===== config.mk =====
export PLATFORM = sky130hd
export DESIGN_NAME = alu_exec_unit
export DESIGN_NICKNAME = d
export VERILOG_FILES = /design/src/rtl/alu_exec_unit.sv
export SDC_FILE = /design/constraint.sdc
export NUM_CORES = 1
export LEC_CHECK = 0
export ABC_AREA = 1
export CAP_MARGIN = 15
export CELL_PAD_IN_SITES_DETAIL_PLACEMENT = 0
export CELL_PAD_IN_SITES_GLOBAL_PLACEMENT = 1
export CORE_ASPECT_RATIO = 1.25
export CORE_MARGIN = 2
export CORE_UTILIZATION = 35
export DETAILED_ROUTE_END_ITERATION = 8
export PLACE_DENSITY = 0.82
export SLEW_MARGIN = 5
export SYNTH_ARGS = -nofsm -noshare
export SYNTH_HDL_FRONTEND = slang
export SYNTH_SLANG_ARGS = --single-unit

===== constraint.sdc =====
create_clock -name clock -period 1.75 [get_ports clock]
set_input_delay 0.35 -clock clock [delete_from_list [all_inputs] [get_ports clock]]
set_output_delay 0.35 -clock clock [all_outputs]
set_load 0.1 [all_outputs]

===== src/rtl/alu_exec_unit.sv =====
// ---------------------------------------------------------------------------
// alu_exec_unit
//
// Executes one normalized 8-bit ALU opcode per transaction. Operands arrive
// over an in_valid/in_ready handshake and are captured on the accept edge.
// The result and PSR flags leave over an out_valid/out_ready handshake.
// Logic, add/sub, compare, MOV and LUI finish in one cycle. LSH is an
// iterative shifter that moves one bit per cycle. MUL is an iterative
// shift-add multiplier that runs WIDTH cycles.
//
// Configuration macro: ALU_MUL_EN
//   defined   : opcode 0x0E runs the iterative multiplier (MUL state present)
//   undefined : no multiplier logic; 0x0E is reported as illegal
//
// Ports
//   clock      in   1      system clock, rising edge
//   reset      in   1      synchronous, active-high; aborts any operation
//   in_valid   in   1      opcode/operands valid
//   in_ready   out  1      unit can accept an operation
//   aluOpcode  in   8      normalized opcode
//   a          in   WIDTH  operand A (Rdest)
//   b          in   WIDTH  operand B (Rsrc/immediate)
//   out_valid  out  1      result/flags valid
//   out_ready  in   1      writeback accepts the result
//   result     out  WIDTH  result value
//   flags      out  5      {C,L,F,Z,N}
//   flags_we   out  1      flags were updated by this operation
//   illegal    out  1      opcode not supported
// ---------------------------------------------------------------------------
module alu_exec_unit #(
    parameter int WIDTH = 16,
    parameter int SHW   = $clog2(WIDTH) + 1
) (
    input  logic             clock,
    input  logic             reset,
    input  logic             in_valid,
    output logic             in_ready,
    input  logic [7:0]       aluOpcode,
    input  logic [WIDTH-1:0] a,
    input  logic [WIDTH-1:0] b,
    output logic             out_valid,
    input  logic             out_ready,
    output logic [WIDTH-1:0] result,
    output logic [4:0]       flags,
    output logic             flags_we,
    output logic             illegal
);

    localparam logic [7:0] OP_AND  = 8'h01;
    localparam logic [7:0] OP_OR   = 8'h02;
    localparam logic [7:0] OP_XOR  = 8'h03;
    localparam logic [7:0] OP_ADD  = 8'h05;
    localparam logic [7:0] OP_ADDU = 8'h06;
    localparam logic [7:0] OP_SUB  = 8'h09;
    localparam logic [7:0] OP_CMP  = 8'h0B;
    localparam logic [7:0] OP_MOV  = 8'h0D;
    localparam logic [7:0] OP_MUL  = 8'h0E;
    localparam logic [7:0] OP_LSH  = 8'h84;

    typedef enum logic [1:0] {
        S_IDLE  = 2'd0,
        S_SHIFT = 2'd1,
`ifdef ALU_MUL_EN
        S_MUL   = 2'd2,
`endif
        S_DONE  = 2'd3
    } state_t;

    state_t           r_state;
    logic             r_out_valid;
    logic [WIDTH-1:0] r_result;
    logic [4:0]       r_flags;
    logic             r_flags_we;
    logic             r_illegal;
    logic [SHW-1:0]   r_cnt;
    logic             r_left;

    state_t           w_state_nx;
    logic             w_out_valid_nx;
    logic [WIDTH-1:0] w_result_nx;
    logic [4:0]       w_flags_nx;
    logic             w_flags_we_nx;
    logic             w_illegal_nx;
    logic [SHW-1:0]   w_cnt_nx;
    logic             w_left_nx;

`ifdef ALU_MUL_EN
    logic [WIDTH-1:0] r_mcand;
    logic [WIDTH-1:0] r_mplier;
    logic [WIDTH-1:0] w_mcand_nx;
    logic [WIDTH-1:0] w_mplier_nx;
`endif

    logic             w_accept;
    logic [WIDTH:0]   w_sum;
    logic [WIDTH:0]   w_diff;
    logic             w_add_ovf;
    logic             w_sub_ovf;
    logic [SHW-1:0]   w_shamt;
    logic [SHW-1:0]   w_shmag;

    assign in_ready  = (r_state == S_IDLE) && !r_out_valid;
    assign w_accept  = in_valid && in_ready;

    assign out_valid = r_out_valid;
    assign result    = r_result;
    assign flags     = r_flags;
    assign flags_we  = r_flags_we;
    assign illegal   = r_illegal;

    // Extra top bit carries the carry-out (add) or borrow (sub).
    assign w_sum     = {1'b0, a} + {1'b0, b};
    assign w_diff    = {1'b0, a} - {1'b0, b};
    assign w_add_ovf = (a[WIDTH-1] == b[WIDTH-1]) && (w_sum[WIDTH-1] != a[WIDTH-1]);
    assign w_sub_ovf = (a[WIDTH-1] != b[WIDTH-1]) && (w_diff[WIDTH-1] != a[WIDTH-1]);

    // Signed shift amount; the magnitude of -2^(SHW-1) still fits as an
    // unsigned SHW-bit count, so a full shift-out needs no special case.
    assign w_shamt   = b[SHW-1:0];
    assign w_shmag   = w_shamt[SHW-1] ? -w_shamt : w_shamt;

    // NOTE: every signal written here gets a default first, so no path can
    // leave one unassigned and infer a latch.
    always_comb begin
        w_state_nx     = r_state;
        w_out_valid_nx = r_out_valid;
        w_result_nx    = r_result;
        w_flags_nx     = r_flags;
        w_flags_we_nx  = r_flags_we;
        w_illegal_nx   = r_illegal;
        w_cnt_nx       = r_cnt;
        w_left_nx      = r_left;
`ifdef ALU_MUL_EN
        w_mcand_nx     = r_mcand;
        w_mplier_nx    = r_mplier;
`endif

        case (r_state)
            S_IDLE: begin
                if (w_accept) begin
                    // Most opcodes complete immediately; those that iterate
                    // override the state and clear out_valid below.
                    w_state_nx     = S_DONE;
                    w_out_valid_nx = 1'b1;
                    w_flags_we_nx  = 1'b0;
                    w_illegal_nx   = 1'b0;
                    case (aluOpcode)
                        OP_AND: w_result_nx = a & b;
                        OP_OR:  w_result_nx = a | b;
                        OP_XOR: w_result_nx = a ^ b;
                        OP_MOV: w_result_nx = b;
                        OP_ADD, OP_ADDU: begin
                            w_result_nx   = w_sum[WIDTH-1:0];
                            w_flags_nx    = {w_sum[WIDTH], 1'b0, w_add_ovf, 1'b0, 1'b0};
                            w_flags_we_nx = 1'b1;
                        end
                        OP_SUB: begin
                            w_result_nx   = w_diff[WIDTH-1:0];
                            w_flags_nx    = {w_diff[WIDTH], 1'b0, w_sub_ovf, 1'b0, 1'b0};
                            w_flags_we_nx = 1'b1;
                        end
                        OP_CMP: begin
                            w_result_nx   = a;
                            w_flags_nx    = {1'b0, (a < b), 1'b0, (a == b),
                                             ($signed(a) < $signed(b))};
                            w_flags_we_nx = 1'b1;
                        end
                        OP_LSH: begin
                            w_result_nx = a;
                            if (w_shmag != '0) begin
                                w_state_nx     = S_SHIFT;
                                w_out_valid_nx = 1'b0;
                                w_cnt_nx       = w_shmag;
                                w_left_nx      = !w_shamt[SHW-1];
                            end
                        end
`ifdef ALU_MUL_EN
                        OP_MUL: begin
                            w_state_nx     = S_MUL;
                            w_out_valid_nx = 1'b0;
                            w_result_nx    = '0;
                            w_mcand_nx     = a;
                            w_mplier_nx    = b;
                            w_cnt_nx       = SHW'(WIDTH);
                        end
`endif
                        default: begin
                            if (aluOpcode[7:4] == 4'hF) begin
                                w_result_nx = {b[WIDTH/2-1:0], {(WIDTH/2){1'b0}}};
                            end else begin
                                w_result_nx  = '0;
                                w_illegal_nx = 1'b1;
                            end
                        end
                    endcase
                end
            end

            S_SHIFT: begin
                w_result_nx = r_left ? (r_result << 1) : (r_result >> 1);
                w_cnt_nx    = r_cnt - SHW'(1);
                if (r_cnt == SHW'(1)) begin
                    w_state_nx     = S_DONE;
                    w_out_valid_nx = 1'b1;
                end
            end

`ifdef ALU_MUL_EN
            S_MUL: begin
                // Low WIDTH bits only: partial products shifted past the top
                // are discarded along with the multiplicand's high bits.
                if (r_mplier[0]) begin
                    w_result_nx = r_result + r_mcand;
                end
                w_mcand_nx  = r_mcand << 1;
                w_mplier_nx = r_mplier >> 1;
                w_cnt_nx    = r_cnt - SHW'(1);
                if (r_cnt == SHW'(1)) begin
                    w_state_nx     = S_DONE;
                    w_out_valid_nx = 1'b1;
                end
            end
`endif

            S_DONE: begin
                if (out_ready) begin
                    w_state_nx     = S_IDLE;
                    w_out_valid_nx = 1'b0;
                end
            end

            default: begin
                w_state_nx     = S_IDLE;
                w_out_valid_nx = 1'b0;
            end
        endcase
    end

    // NOTE: sequential state is updated with non-blocking assignments so all
    // registers see pre-edge values, independent of statement order.
    always_ff @(posedge clock) begin
        if (reset) begin
            // NOTE: only the visible outputs and the state need a defined
            // reset value; the shift/multiply work registers are always
            // reloaded at accept before they are read.
            r_state     <= S_IDLE;
            r_out_valid <= 1'b0;
            r_result    <= '0;
            r_flags     <= '0;
            r_flags_we  <= 1'b0;
            r_illegal   <= 1'b0;
        end else begin
            r_state     <= w_state_nx;
            r_out_valid <= w_out_valid_nx;
            r_result    <= w_result_nx;
            r_flags     <= w_flags_nx;
            r_flags_we  <= w_flags_we_nx;
            r_illegal   <= w_illegal_nx;
        end
    end

    always_ff @(posedge clock) begin
        r_cnt    <= w_cnt_nx;
        r_left   <= w_left_nx;
`ifdef ALU_MUL_EN
        r_mcand  <= w_mcand_nx;
        r_mplier <= w_mplier_nx;
`endif
    end

endmodule


======== Yosys cells after proc, flatten, opt, wreduce, memory -nomap -nowiden ========
Index checks and enable logic that the tools add are counted.
word-level totals
  input bits .............................. 44
  output and inout port bits .............. 25
  register bits after elaboration ......... 32
operators by class
  order comparisons ....................... 2
  bitwise logic cells ..................... 3
  eq/ne operators ......................... 23
  multiplexer cells ....................... 26
  add/subtract/negate cells ............... 4
  reductions and logical operators ........ 20
operators with widths
  kind                                                 number
  case mux 16 bit (7 select lines)                     1
  two-way mux 16 bit                                   3
  less-than comparator 16 bit                          2
  case mux 16 bit (2 select lines)                     1
  equality test 8 x 4 -> 1 bit, second input constant  3
  two-way mux 5 bit                                    4
  adder 16 x 16 -> 17 bit                              1
  subtractor 16 x 16 -> 17 bit                         1
  bitwise AND 16 bit                                   1
  equality test 16 bit                                 1
  equality test 8 x 2 -> 1 bit, second input constant  2
  equality test 8 x 3 -> 1 bit, second input constant  2
  OR 16 bit                                            1
  XOR 16 bit                                           1
  case mux 5 bit (3 select lines)                      1
  two-way mux 2 bit                                    5
  case mux 5 bit (2 select lines)                      1
  OR reduction 9 bit                                   1
  equality test 8 x 1 -> 1 bit, second input constant  1
  equality test 8 bit, second input constant           1
  two-way mux 1 bit                                    8
  AND reduction 4 bit                                  2
  != test 2 bit, second input constant                 3
  case mux 2 bit (3 select lines)                      1
  other kinds (20)                                     30

======== Depth between registers and ports, before layout ========
Gate-level depths: netlist (run 1).
  depth after elaboration ................. 7
  gate-level depth with buffers ........... 17

======== Worst setup path after synthesis (run 1) ========
Ideal clock, no wire load.
  path type ............................... reg2reg
  start point ............................. register r_state[1]
  end point ............................... register r_cnt[0] (enable)
  setup time .............................. 353 ps
  data required time ...................... 1397 ps
  cell stages (with the launch flop) ...... 7
  arrival time ............................ 2698 ps
  path slack .............................. -1300 ps
  cells stage by stage .................... dfxtp_1 nor2_2 inv_1 nor2_2 nor2_2 clkbuf_1 a21oi_1
between the ends
  cells in the longest elaborated chain, start to end .. 5
  elaborated cells on any way between the ends .. 9
  classes of those cells .................. eq/ne (4); reduce/logical (5)
RTL lines
  what                           RTL line  RTL
  from (decl)                    69        state_t r_state;
  from (signal assigned)         253       r_state <= w_state_nx;
  zero test 2 bit                102       assign in_ready = (r_state == S_IDLE) && !r_out_valid;
  logical AND 1 bit              102
  named net in_ready             37        output logic in_ready,
  logical AND 1 bit              103       assign w_accept = in_valid && in_ready;
  != test 2 bit (no line)        -
  AND reduction 4 bit (no line)  -
  to (signal assigned)           263       r_cnt <= w_cnt_nx;
  to (decl)                      75        logic [SHW-1:0] r_cnt;
The timed path passes the listed nets, and every way through them passes these cells.
A chain may end at the register's enable or synchronous reset.

======== Worst setup path after layout (run 1) ========
  start point ............................. input aluOpcode[6]
  end point ............................... register r_result[1] (netlist: result[1])
between the ends
  cells in the longest elaborated chain, start to end .. 5
  elaborated cells on any way between the ends .. 14
  classes of those cells .................. eq/ne (9); mux (3); reduce/logical (2)
RTL lines
  what                                         RTL line  RTL
  from (decl)                                  38        input logic [7:0] aluOpcode,
  equality test 8 bit (tied with other cells)  147       case (aluOpcode)
  OR reduction 2 bit (on tied branches)        -
  case mux 16 bit (7 select lines) *           147
  two-way mux 16 bit *                         140       if (w_accept) begin
  case mux 16 bit (2 select lines) *           138       case (r_state)
  to (signal assigned)                         255       r_result <= w_result_nx;
  to (decl)                                    71        logic [WIDTH-1:0] r_result;
Every way passes the cells marked *; elsewhere a longest branch is shown, timed or not. The select of a mux whose other input is x is not followed.

==> report_table.html, run 1 <==
<table>
<tr><th>Metric</th><th>Value</th></tr>
<tr><th colspan="2">Global routing</th></tr>
<tr><td>Initial antenna violation count</td><td>0</td></tr>
<tr><td>Combined global-route utilization of all metal layers</td><td>0.2810</td></tr>
<tr><td>Number of global-route vias before repair</td><td>roughly 6700</td></tr>
<tr><td>Global-route wire length before repair</td><td>about 34 mm</td></tr>
<tr><td>Pin count of the biggest net entering global routing</td><td>20</td></tr>
<tr><td>Total grt overflow</td><td>0</td></tr>
<tr><th colspan="2">Final layout</th></tr>
<tr><td>Post-layout instance area</td><td>~9300 um^2</td></tr>
<tr><td>Synthesis-to-layout area growth</td><td>87.00%</td></tr>
<tr><td>Share of cells above drive strength 1</td><td>0.5241</td></tr>
<tr><td>Antenna diode instance count</td><td>0</td></tr>
<tr><td>Final core utilization</td><td>0.6731</td></tr>
<tr><td>NumNets Final</td><td>approximately 1300</td></tr>
<tr><td>Finished Layout Cells</td><td>1337</td></tr>
<tr><th colspan="2">Yosys</th></tr>
<tr><td>Number of flip-flops and latches in the synthesized netlist</td><td>31</td></tr>
<tr><td>Count of flip-flops with a built-in enable after synthesis</td><td>6</td></tr>
<tr><td>Number of unique standard cell types used by synthesis</td><td>50</td></tr>
<tr><td>Cell types with the highest counts after synthesis</td><td>nand2_1, inv_1, nand3_1</td></tr>
<tr><td>Proportion of synthesized flip-flops having asynchronous set or reset</td><td>0</td></tr>
<tr><td>Largest area contributor in the synthesized netlist</td><td>nand2_1</td></tr>
<tr><td>Syn nets</td><td>964</td></tr>
<tr><td>Most used DFF post-synth</td><td>dfxtp_1</td></tr>
<tr><td>Mean instance size in the synthesized netlist</td><td>slightly below 6 um^2</td></tr>
<tr><td>Top cells by area in the synthesized netlist</td><td>nand2_1, ha_1, dfxtp_1</td></tr>
<tr><td>Number of warnings printed during yosys synthesis</td><td>0</td></tr>
<tr><td>Post-synthesis instance area</td><td>approximately 5000 um^2</td></tr>
<tr><td>Part of the Yosys area used for sequential elements</td><td>0.1363</td></tr>
<tr><td>Cell count after synthesis</td><td>approximately 870</td></tr>
<tr><td>Most common cell in the synthesized netlist</td><td>nand2_1</td></tr>
<tr><td>Portion of synthesized cell area occupied by the leading cell type</td><td>0.1819</td></tr>
<tr><th colspan="2">Route</th></tr>
<tr><td>Remaining number of nets flagged by the antenna check after routing</td><td>0</td></tr>
<tr><td>Pre-Repair DR Iteration Count</td><td>5</td></tr>
<tr><td>DRT iter0 DRCs</td><td>around 430</td></tr>
<tr><td>Vias</td><td>7052</td></tr>
<tr><td>Routed via count divided by cell count</td><td>roughly 5.3</td></tr>
<tr><td>WL/cell</td><td>approximately 17 um</td></tr>
<tr><td>DRC violations left</td><td>0</td></tr>
<tr><td>Final wirelength</td><td>22.31 mm</td></tr>
<tr><th colspan="2">Die</th></tr>
<tr><td>Vert. Die Dim</td><td>roughly 140 um</td></tr>
<tr><td>Floorplan row count</td><td>48</td></tr>
<tr><td>Full die area</td><td>15240 um^2</td></tr>
<tr><td>Initial core utilization</td><td>0.3599</td></tr>
<tr><td>Placeable core region</td><td>about 14000 um^2</td></tr>
<tr><td>DIE WIDTH</td><td>~110 um</td></tr>
<tr><td>Num ports</td><td>69</td></tr>
<tr><th colspan="2">Placement</th></tr>
<tr><td>Placed wire-length estimate after detailed placement</td><td>between 15 and 20 mm</td></tr>
<tr><td>Inst Count DP</td><td>1300</td></tr>
<tr><td>Final Wtd Congestion</td><td>0.9767</td></tr>
<tr><td>Post-placement cell area</td><td>between 7000 and 8000 um^2</td></tr>
<tr><td>Number of port buffers</td><td>68</td></tr>
<tr><th colspan="2">Power and ir drop</th></tr>
<tr><td>Areal power density over the cells</td><td>832.2 nW/um^2</td></tr>
<tr><td>Worst IR Drop VDD</td><td>~0.0017 V</td></tr>
<tr><td>Internal</td><td>3819 uW</td></tr>
<tr><td>Sequential share of power</td><td>0.170</td></tr>
<tr><td>Switching portion of total power</td><td>0.5086</td></tr>
<tr><td>Fraction of power consumed by the clock network</td><td>0.125</td></tr>
<tr><td>Total net switching power</td><td>roughly 4000 uW</td></tr>
<tr><td>Comb pwr share</td><td>0.705</td></tr>
<tr><td>Leak Pwr</td><td>~0.0045 uW</td></tr>
<tr><th colspan="2">Timing</th></tr>
<tr><td>Final period util</td><td>1.008</td></tr>
<tr><td>Max transition margin</td><td>0.7659</td></tr>
<tr><td>RSZ-0062 raised after global routing</td><td>yes</td></tr>
<tr><td>Final min period</td><td>between 1.5 and 2 ns</td></tr>
<tr><td>Count of endpoints failing hold in the final timing report</td><td>0</td></tr>
<tr><td>Final count of negative-setup-slack endpoints</td><td>1</td></tr>
<tr><td>Number of max-slew violations in the final report</td><td>0</td></tr>
<tr><td>Slew at the pin closest to its max-slew limit</td><td>0.3488 ns</td></tr>
<tr><td>Peak Freq</td><td>about 570 MHz</td></tr>
<tr><td>Final setup skew</td><td>around 0.0081 ns</td></tr>
<tr><td>Final setup slack of the worst path</td><td>-0.01485 ns</td></tr>
<tr><th colspan="2">Clock network</th></tr>
<tr><td>H-Tree Level Count</td><td>2</td></tr>
<tr><td>Clock input transition at the sequential cells of the worst setup and hold paths</td><td>around 0.050 ns</td></tr>
<tr><td>Clock sink count</td><td>31</td></tr>
<tr><td>Maximum buffer depth of the clock tree</td><td>2</td></tr>
<tr><td>TritonCTS buffer count</td><td>5</td></tr>
<tr><td>Clk root buf</td><td>clkbuf_16</td></tr>
<tr><td>Clock tree from TritonCTS</td><td>built</td></tr>
<tr><td>Later-pin clock latency in the skew report</td><td>0.28 ns</td></tr>
<tr><th colspan="2">Status</th></tr>
<tr><td>Violated checks</td><td>setup timing</td></tr>
<tr><td>Status</td><td>finished, violations left</td></tr>
<tr><th colspan="2">Worst setup path</th></tr>
<tr><td>Startpoint types</td><td>input port</td></tr>
<tr><td>Critical path data required time</td><td>around 2.0 ns</td></tr>
<tr><td>Maximum fanout encountered on the critical timing path</td><td>6</td></tr>
<tr><td>Nature of the critical path endpoint</td><td>flop</td></tr>
<tr><td>Crit path DAT</td><td>approximately 2 ns</td></tr>
<tr><td>Number of buffer and inverter instances along the worst setup path</td><td>2</td></tr>
<tr><td>Type of the setup path with the least slack</td><td>in -&gt; reg</td></tr>
<tr><td>Largest delay contributor family on the critical path</td><td>simple AND/OR/NAND/NOR gates</td></tr>
<tr><td>Max stage delay cell, worst path</td><td>dlygate4sd2_1</td></tr>
<tr><td>Critical path's largest stage delay</td><td>about 0.27 ns</td></tr>
<tr><td>Chain of cells forming the critical path</td><td>dlygate4sd2_1 &gt; nor2_4 &gt; nand2_4 &gt; nor2_4 &gt; nand2_4 &gt; buf_4 &gt; o22ai_1 &gt; nand3b_1 &gt; nand2_1 &gt; a31oi_1</td></tr>
<tr><th colspan="2">Worst hold path</th></tr>
<tr><td>Class of the most critical hold timing path</td><td>in -&gt; reg</td></tr>
<tr><th colspan="2">Run</th></tr>
<tr><td>Max-capacitance violation count</td><td>0</td></tr>
</table>
layer usage:
layer / global-route usage / up-vias / routed length, um
met3: 0.02112 / 87 / 1057
met4: 0.1597 / 0 / 1396
met1: 0.3178 / 3280 / 8650
met2: 0.5239 / 274 / 11200
li1: - / 3411 / -
met5: 0 / - / 0
worst min-delay path: stages:
cell and delay [ns]:
buf_6 0.10, inv_4 0.05, buf_4 0.14
worst paths after layout:
path	startpoint	endpoint	cells past startpoint	slack [ns]
max	aluOpcode[6]	result[1]	10	-0.01
min	b[4]	r_left	3	0.49
max reg2reg	r_state[1]	result[12]	7	0.17
min reg2reg	flags_we	flags_we	2	0.50
registers in the layout, indices dropped and copies added (netlist names):
name and count:
result 16, r_cnt 5, illegal 1, r_left 1, flags_we 1, flags 5
r_state 2
power by group through the flow:
stage | combinational (uW) | sequential, uW | clock [uW]
final | 5480 | 1320 | 974
after detailed placement | 4840 | 1330 | 0
after global placement | 4820 | 1320 | 0
after CTS | 5170 | 1320 | 978
after global routing | 5770 | 1350 | 1010
after floorplan | 1660 | 2430 | 0
cells in the final DEF, fill, tap and decap left out, types with 9 or more instances in the layout:
master and instances:
buf_6 36, buf_2 9, buf_4 216, dfxtp_1 24
nand2_2 58, buf_12 29, nand3_2 22, ha_4 25
ha_2 10, nand4_1 21, inv_4 15, nor2_4 25
o21ai_1 23, nand2_4 16, inv_2 55, inv_1 68
nand3_1 53, nor2_2 13, o21ai_0 27, clkbuf_2 13
a21oi_2 18, nor2_1 42, ha_1 18, nand2_1 174
a21oi_1 43
cell type report:
class,count,area [um^2]
clock buffer,7,163.9
clock inverter,1,5.005
fill,1200,4536
inverter,139,564.3
multi-input combinational,667,4822
sequential,31,684.4
tap,175,219.0
timing repair buffer,317,2879
timing repair:
| item | CTS | global route |
|---|---|---|
| setup buffers | 12 | 17 |
| endpoints found under the setup margin | 30 | 28 |
| gates resized for setup | 331 | 196 |
| hold buffers | 0 | 0 |
| pin swaps | 76 | 107 |
kinds of logic after synthesis:
group / after synthesis / share of synthesized area
flops: 31 / 0.1363
mux: 1 / 0.002005
simple gates: 452 / 0.3999
compound gates: 152 / 0.1739
fa+ha+maj: 55 / 0.1408
buf+inv: 167 / 0.1348
xor+xnor: 7 / 0.01228
through the flow:
step | TNS (ns) | worst slack, ns | hold slack, ns | power, uW
floorplan | -4.535 | -0.3209 | 0.4191 | 4093
global placement | -22.37 | -0.9444 | 0.4930 | 6144
detailed placement | -22.87 | -0.9409 | 0.4951 | 6161
CTS | -0.01058 | -0.008749 | 0.5036 | 7460
global route | -0.7641 | -0.1211 | 0.4946 | 8122
finish | -0.01485 | -0.01485 | 0.4881 | 7771
(Power assumes the default switching activity.)
==> inputs of run 2 (changes only) <==
--- a/config.mk
+++ b/config.mk
@@ -12,6 +12,7 @@
 export CORE_ASPECT_RATIO = 1.25
 export CORE_MARGIN = 2
 export CORE_UTILIZATION = 35
+export CTS_CLUSTER_SIZE = 25
 export DETAILED_ROUTE_END_ITERATION = 8
 export PLACE_DENSITY = 0.82
 export SLEW_MARGIN = 5
==> results of run 2 <==
Same layout as run 1: the final DEF is identical, and so are final timing and power.
==> inputs of run 3 (changes only) <==
--- a/config.mk
+++ b/config.mk
@@ -14,6 +14,7 @@
 export CORE_UTILIZATION = 35
 export CTS_CLUSTER_SIZE = 25
 export DETAILED_ROUTE_END_ITERATION = 8
+export GPL_ROUTABILITY_DRIVEN = 0
 export PLACE_DENSITY = 0.82
 export SLEW_MARGIN = 5
 export SYNTH_ARGS = -nofsm -noshare
==> run 3 against run 2 <==
The flow still finishes with violations (setup timing). Critical path depth grew 5. Routed wire length is 0.13% lower. Combinational power is 3% lower. Count of clock-buffer cells in the layout unchanged. Die area is the same. Cell count is 1.6% lower. Maximum frequency down 0.83%. Non-clock buffer count fell by 21. First-iteration DRC count is 67% higher. Via count is 0.94% higher. Critical endpoint is now result[13]. Largest cell class unchanged.
==> report_table.html, run 3 (synthesis gave the netlist of run 1 again) <==
<table>
<tr><th>Metric</th><th>Value</th></tr>
<tr><th colspan="2">Worst setup path</th></tr>
<tr><td>Chain of cells forming the critical path</td><td>clkdlybuf4s15_2 &gt; inv_2 &gt; ha_4 &gt; buf_6 &gt; nand2_4 &gt; buf_4 &gt; nor2_4 &gt; and2_4 &gt; nand2_4 &gt; nand2_1 &gt; nand2_1 &gt; nand3_1 &gt; nand3_2 &gt; nand2_2 &gt; a21oi_1 (was dlygate4sd2_1 &gt; nor2_4 &gt; nand2_4 &gt; nor2_4 &gt; nand2_4 &gt; buf_4 &gt; o22ai_1 &gt; nand3b_1 &gt; nand2_1 &gt; a31oi_1)</td></tr>
<tr><td>Capture instance of the worst register-to-register path</td><td>result[15] (was result[12])</td></tr>
<tr><td>Register-to-register path setup slack</td><td>0.03 ns (was 0.17 ns)</td></tr>
<tr><td>Startpoint types</td><td>input port (unchanged)</td></tr>
<tr><td>Maximum fanout encountered on the critical timing path</td><td>4 (was 6)</td></tr>
<tr><td>CP Launch Point</td><td>b[9] (was aluOpcode[6])</td></tr>
<tr><td>Worst reg2reg path startpoint</td><td>r_state[0] (was r_state[1])</td></tr>
<tr><td>Max stage delay cell, worst path</td><td>ha_4 (was dlygate4sd2_1)</td></tr>
<tr><td>Type of the setup path with the least slack</td><td>in -&gt; reg (unchanged)</td></tr>
<tr><td>Reg2Reg Depth</td><td>6 (was 7)</td></tr>
<tr><td>Crit path DAT</td><td>1.95 ns (was 1.97 ns)</td></tr>
<tr><td>Nature of the critical path endpoint</td><td>flop (unchanged)</td></tr>
<tr><td>Critical path data required time</td><td>1.92 ns (was 1.95 ns)</td></tr>
<tr><td>Critical path's largest stage delay</td><td>0.29 ns (was 0.27 ns)</td></tr>
<tr><th colspan="2">Route</th></tr>
<tr><td>Final wirelength</td><td>22.28 mm (was 22.31 mm)</td></tr>
<tr><td>WL/cell</td><td>16.93 um (was 16.68 um)</td></tr>
<tr><td>Vias</td><td>7118 (was 7052)</td></tr>
<tr><td>Pre-Repair DR Iteration Count</td><td>6 (was 5)</td></tr>
<tr><td>Remaining number of nets flagged by the antenna check after routing</td><td>0 (unchanged)</td></tr>
<tr><td>Routed via count divided by cell count</td><td>5.409 (was 5.274)</td></tr>
<tr><td>DRC violations left</td><td>0 (unchanged)</td></tr>
<tr><td>DRT iter0 DRCs</td><td>711 (was 427)</td></tr>
<tr><th colspan="2">Clock network</th></tr>
<tr><td>Later-pin clock latency in the skew report</td><td>0.28 ns (about the same)</td></tr>
<tr><td>H-Tree Level Count</td><td>2 (unchanged)</td></tr>
<tr><td>Clock tree from TritonCTS</td><td>built (unchanged)</td></tr>
<tr><td>TritonCTS buffer count</td><td>5 (unchanged)</td></tr>
<tr><td>Clock input transition at the sequential cells of the worst setup and hold paths</td><td>0.06 ns (was 0.05 ns)</td></tr>
<tr><td>Maximum buffer depth of the clock tree</td><td>2 (unchanged)</td></tr>
<tr><td>Clk root buf</td><td>clkbuf_16 (unchanged)</td></tr>
<tr><td>Clock sink count</td><td>31 (unchanged)</td></tr>
<tr><th colspan="2">Worst hold path</th></tr>
<tr><td>Count of cells along the worst hold path</td><td>3 (unchanged)</td></tr>
<tr><td>Class of the most critical hold timing path</td><td>in -&gt; reg (unchanged)</td></tr>
<tr><td>Hold Path End</td><td>r_left (unchanged)</td></tr>
<tr><td>Worst min-delay path startpoint</td><td>b[4] (unchanged)</td></tr>
<tr><th colspan="2">Global routing</th></tr>
<tr><td>Pin count of the biggest net entering global routing</td><td>19 (was 20)</td></tr>
<tr><td>Combined global-route utilization of all metal layers</td><td>0.2764 (was 0.2810)</td></tr>
<tr><td>Number of global-route vias before repair</td><td>6769 (was 6693)</td></tr>
<tr><td>Global-route wire length before repair</td><td>33.55 mm (was 34.00 mm)</td></tr>
<tr><td>Initial antenna violation count</td><td>0 (unchanged)</td></tr>
<tr><td>Total grt overflow</td><td>0 (unchanged)</td></tr>
<tr><th colspan="2">Die</th></tr>
<tr><td>Num ports</td><td>69 (unchanged)</td></tr>
<tr><td>Placeable core region</td><td>13870 um^2 (unchanged)</td></tr>
<tr><td>Vert. Die Dim</td><td>137.5 um (unchanged)</td></tr>
<tr><td>Initial core utilization</td><td>0.3599 (unchanged)</td></tr>
<tr><td>Full die area</td><td>15240 um^2 (unchanged)</td></tr>
<tr><td>Floorplan row count</td><td>48 (unchanged)</td></tr>
<tr><td>DIE WIDTH</td><td>110.8 um (unchanged)</td></tr>
<tr><th colspan="2">Final layout</th></tr>
<tr><td>Share of cells above drive strength 1</td><td>0.4917 (was 0.5241)</td></tr>
<tr><td>NumNets Final</td><td>1239 (was 1260)</td></tr>
<tr><td>Finished Layout Cells</td><td>1316 (was 1337)</td></tr>
<tr><td>Synthesis-to-layout area growth</td><td>82.16% (was 87.00%)</td></tr>
<tr><td>Flip-flop count of the largest register, all copies and words added</td><td>16 (unchanged)</td></tr>
<tr><td>Post-layout instance area</td><td>9096 um^2 (was 9338 um^2)</td></tr>
<tr><td>Most common cell after layout, fill and taps aside</td><td>buf_4 (unchanged)</td></tr>
<tr><td>Antenna diode instance count</td><td>0 (unchanged)</td></tr>
<tr><td>Commonest cells after routing, fill and taps aside</td><td>buf_4, nand2_1, inv_1 (unchanged)</td></tr>
<tr><td>Final core utilization</td><td>0.6557 (was 0.6731)</td></tr>
<tr><th colspan="2">Placement</th></tr>
<tr><td>Post-placement worst setup slack</td><td>-0.9209 ns (was -0.9409 ns)</td></tr>
<tr><td>Placed wire-length estimate after detailed placement</td><td>16.83 mm (was 17.33 mm)</td></tr>
<tr><td>Number of port buffers</td><td>68 (unchanged)</td></tr>
<tr><td>Inst Count DP</td><td>1280 (was 1300)</td></tr>
<tr><td>Post-placement cell area</td><td>7581 um^2 (was 7731 um^2)</td></tr>
<tr><th colspan="2">Timing</th></tr>
<tr><td>Number of max-slew violations in the final report</td><td>0 (unchanged)</td></tr>
<tr><td>Peak Freq</td><td>561.9 MHz (was 566.6 MHz)</td></tr>
<tr><td>Final setup skew</td><td>0.004554 ns (was 0.008091 ns)</td></tr>
<tr><td>Final count of negative-setup-slack endpoints</td><td>3 (was 1)</td></tr>
<tr><td>Final setup slack of the worst path</td><td>-0.02964 ns (was -0.01485 ns)</td></tr>
<tr><td>Final period util</td><td>1.017 (was 1.008)</td></tr>
<tr><td>Final min period</td><td>1.780 ns (was 1.765 ns)</td></tr>
<tr><td>Count of endpoints failing hold in the final timing report</td><td>0 (unchanged)</td></tr>
<tr><td>Max transition margin</td><td>0.6723 (was 0.7659)</td></tr>
<tr><td>Slew at the pin closest to its max-slew limit</td><td>0.4882 ns (was 0.3488 ns)</td></tr>
<tr><td>RSZ-0062 raised after global routing</td><td>yes (unchanged)</td></tr>
<tr><td>Minimum hold slack</td><td>0.4949 ns (was 0.4881 ns)</td></tr>
<tr><th colspan="2">Status</th></tr>
<tr><td>Status</td><td>finished, violations left (unchanged)</td></tr>
<tr><td>Violated checks</td><td>setup timing (unchanged)</td></tr>
<tr><th colspan="2">Power and ir drop</th></tr>
<tr><td>Leak Pwr</td><td>0.004355 uW (was 0.004475 uW)</td></tr>
<tr><td>Areal power density over the cells</td><td>844.9 nW/um^2 (was 832.2 nW/um^2)</td></tr>
<tr><td>Worst IR Drop VDD</td><td>0.001372 V (was 0.001663 V)</td></tr>
<tr><th colspan="2">Run</th></tr>
<tr><td>Max-capacitance violation count</td><td>0 (unchanged)</td></tr>
</table>
-- run 3: changes by cell type in the layout (fill, tap and decap cells not counted), sizes merged --
cell / change
clkbuf: -2
clkinv: -1
clkinvlp: +1
buf: -25
clkdlybuf4s15: +1
dlygate4sd2: +5
-- run 3: worst max-delay path, delay by kind of cell --
family | cells | cell delay [ns]
AO/OA/AOI/OAI | 1 | 0.05
adder cells (fa/ha/maj) | 1 | 0.29
AND/OR/NAND/NOR | 9 | 0.76
buffers and inverters | 4 | 0.48
-- run 3: where the power goes --
group          total (uW)  internal [uW]  leakage [uW]  switching, uW
sequential           1320            999      0.000261            324
combinational        5320           2040       0.00401           3270
clock                1050            700     0.0000864            346
total                7690           3740       0.00436           3940
-- run 3: final cells by class --
class / instances / area, um^2
Multi-Input combinational cell: 667 / 4756
Fill cell: 1194 / 4777
Clock inverter: 1 / 7.507
Timing Repair Buffer: 296 / 2698
Sequential cell: 31 / 684.4
Inverter: 139 / 556.8
Clock buffer: 7 / 175.2
Tap cell: 175 / 219.0
-- run 3: how the worst max path moves through the flow --
stage,to,cells after the start,slack (ns)
after floorplan,r_cnt[0],6,-0.32
after global placement,result[14],16,-0.90
after detailed placement,result[14],16,-0.92
after CTS,result[14],15,0.001
after global routing,result[13],15,-0.1
final,result[13],15,-0.03
-- run 3: stage by stage --
| stage | total power [uW] | TNS, ns |
|---|---|---|
| floorplan | 4093 | -4.535 |
| global placement | 6012 | -20.97 |
| detailed placement | 6047 | -21.63 |
| CTS | 7416 | 0 |
| global route | 8021 | -0.6661 |
| finish | 7685 | -0.05225 |
-- run 3: timing repair --
item                                    4_1_cts  5_1_grt
hold buffers                                  0        0
endpoints found under the setup margin       31       29
buffers inserted                             15       14
resized for setup                           321      151
pin swaps                                    78       88
-- run 3: layer usage --
| metal | wire [um] | vias up | track usage |
|---|---|---|---|
| met5 | 0 | - | 0 |
| li1 | - | 3375 | - |
| met4 | 1782 | 0 | 0.1861 |
| met1 | 8416 | 3281 | 0.3087 |
| met2 | 10960 | 353 | 0.5095 |
| met3 | 1116 | 109 | 0.01628 |
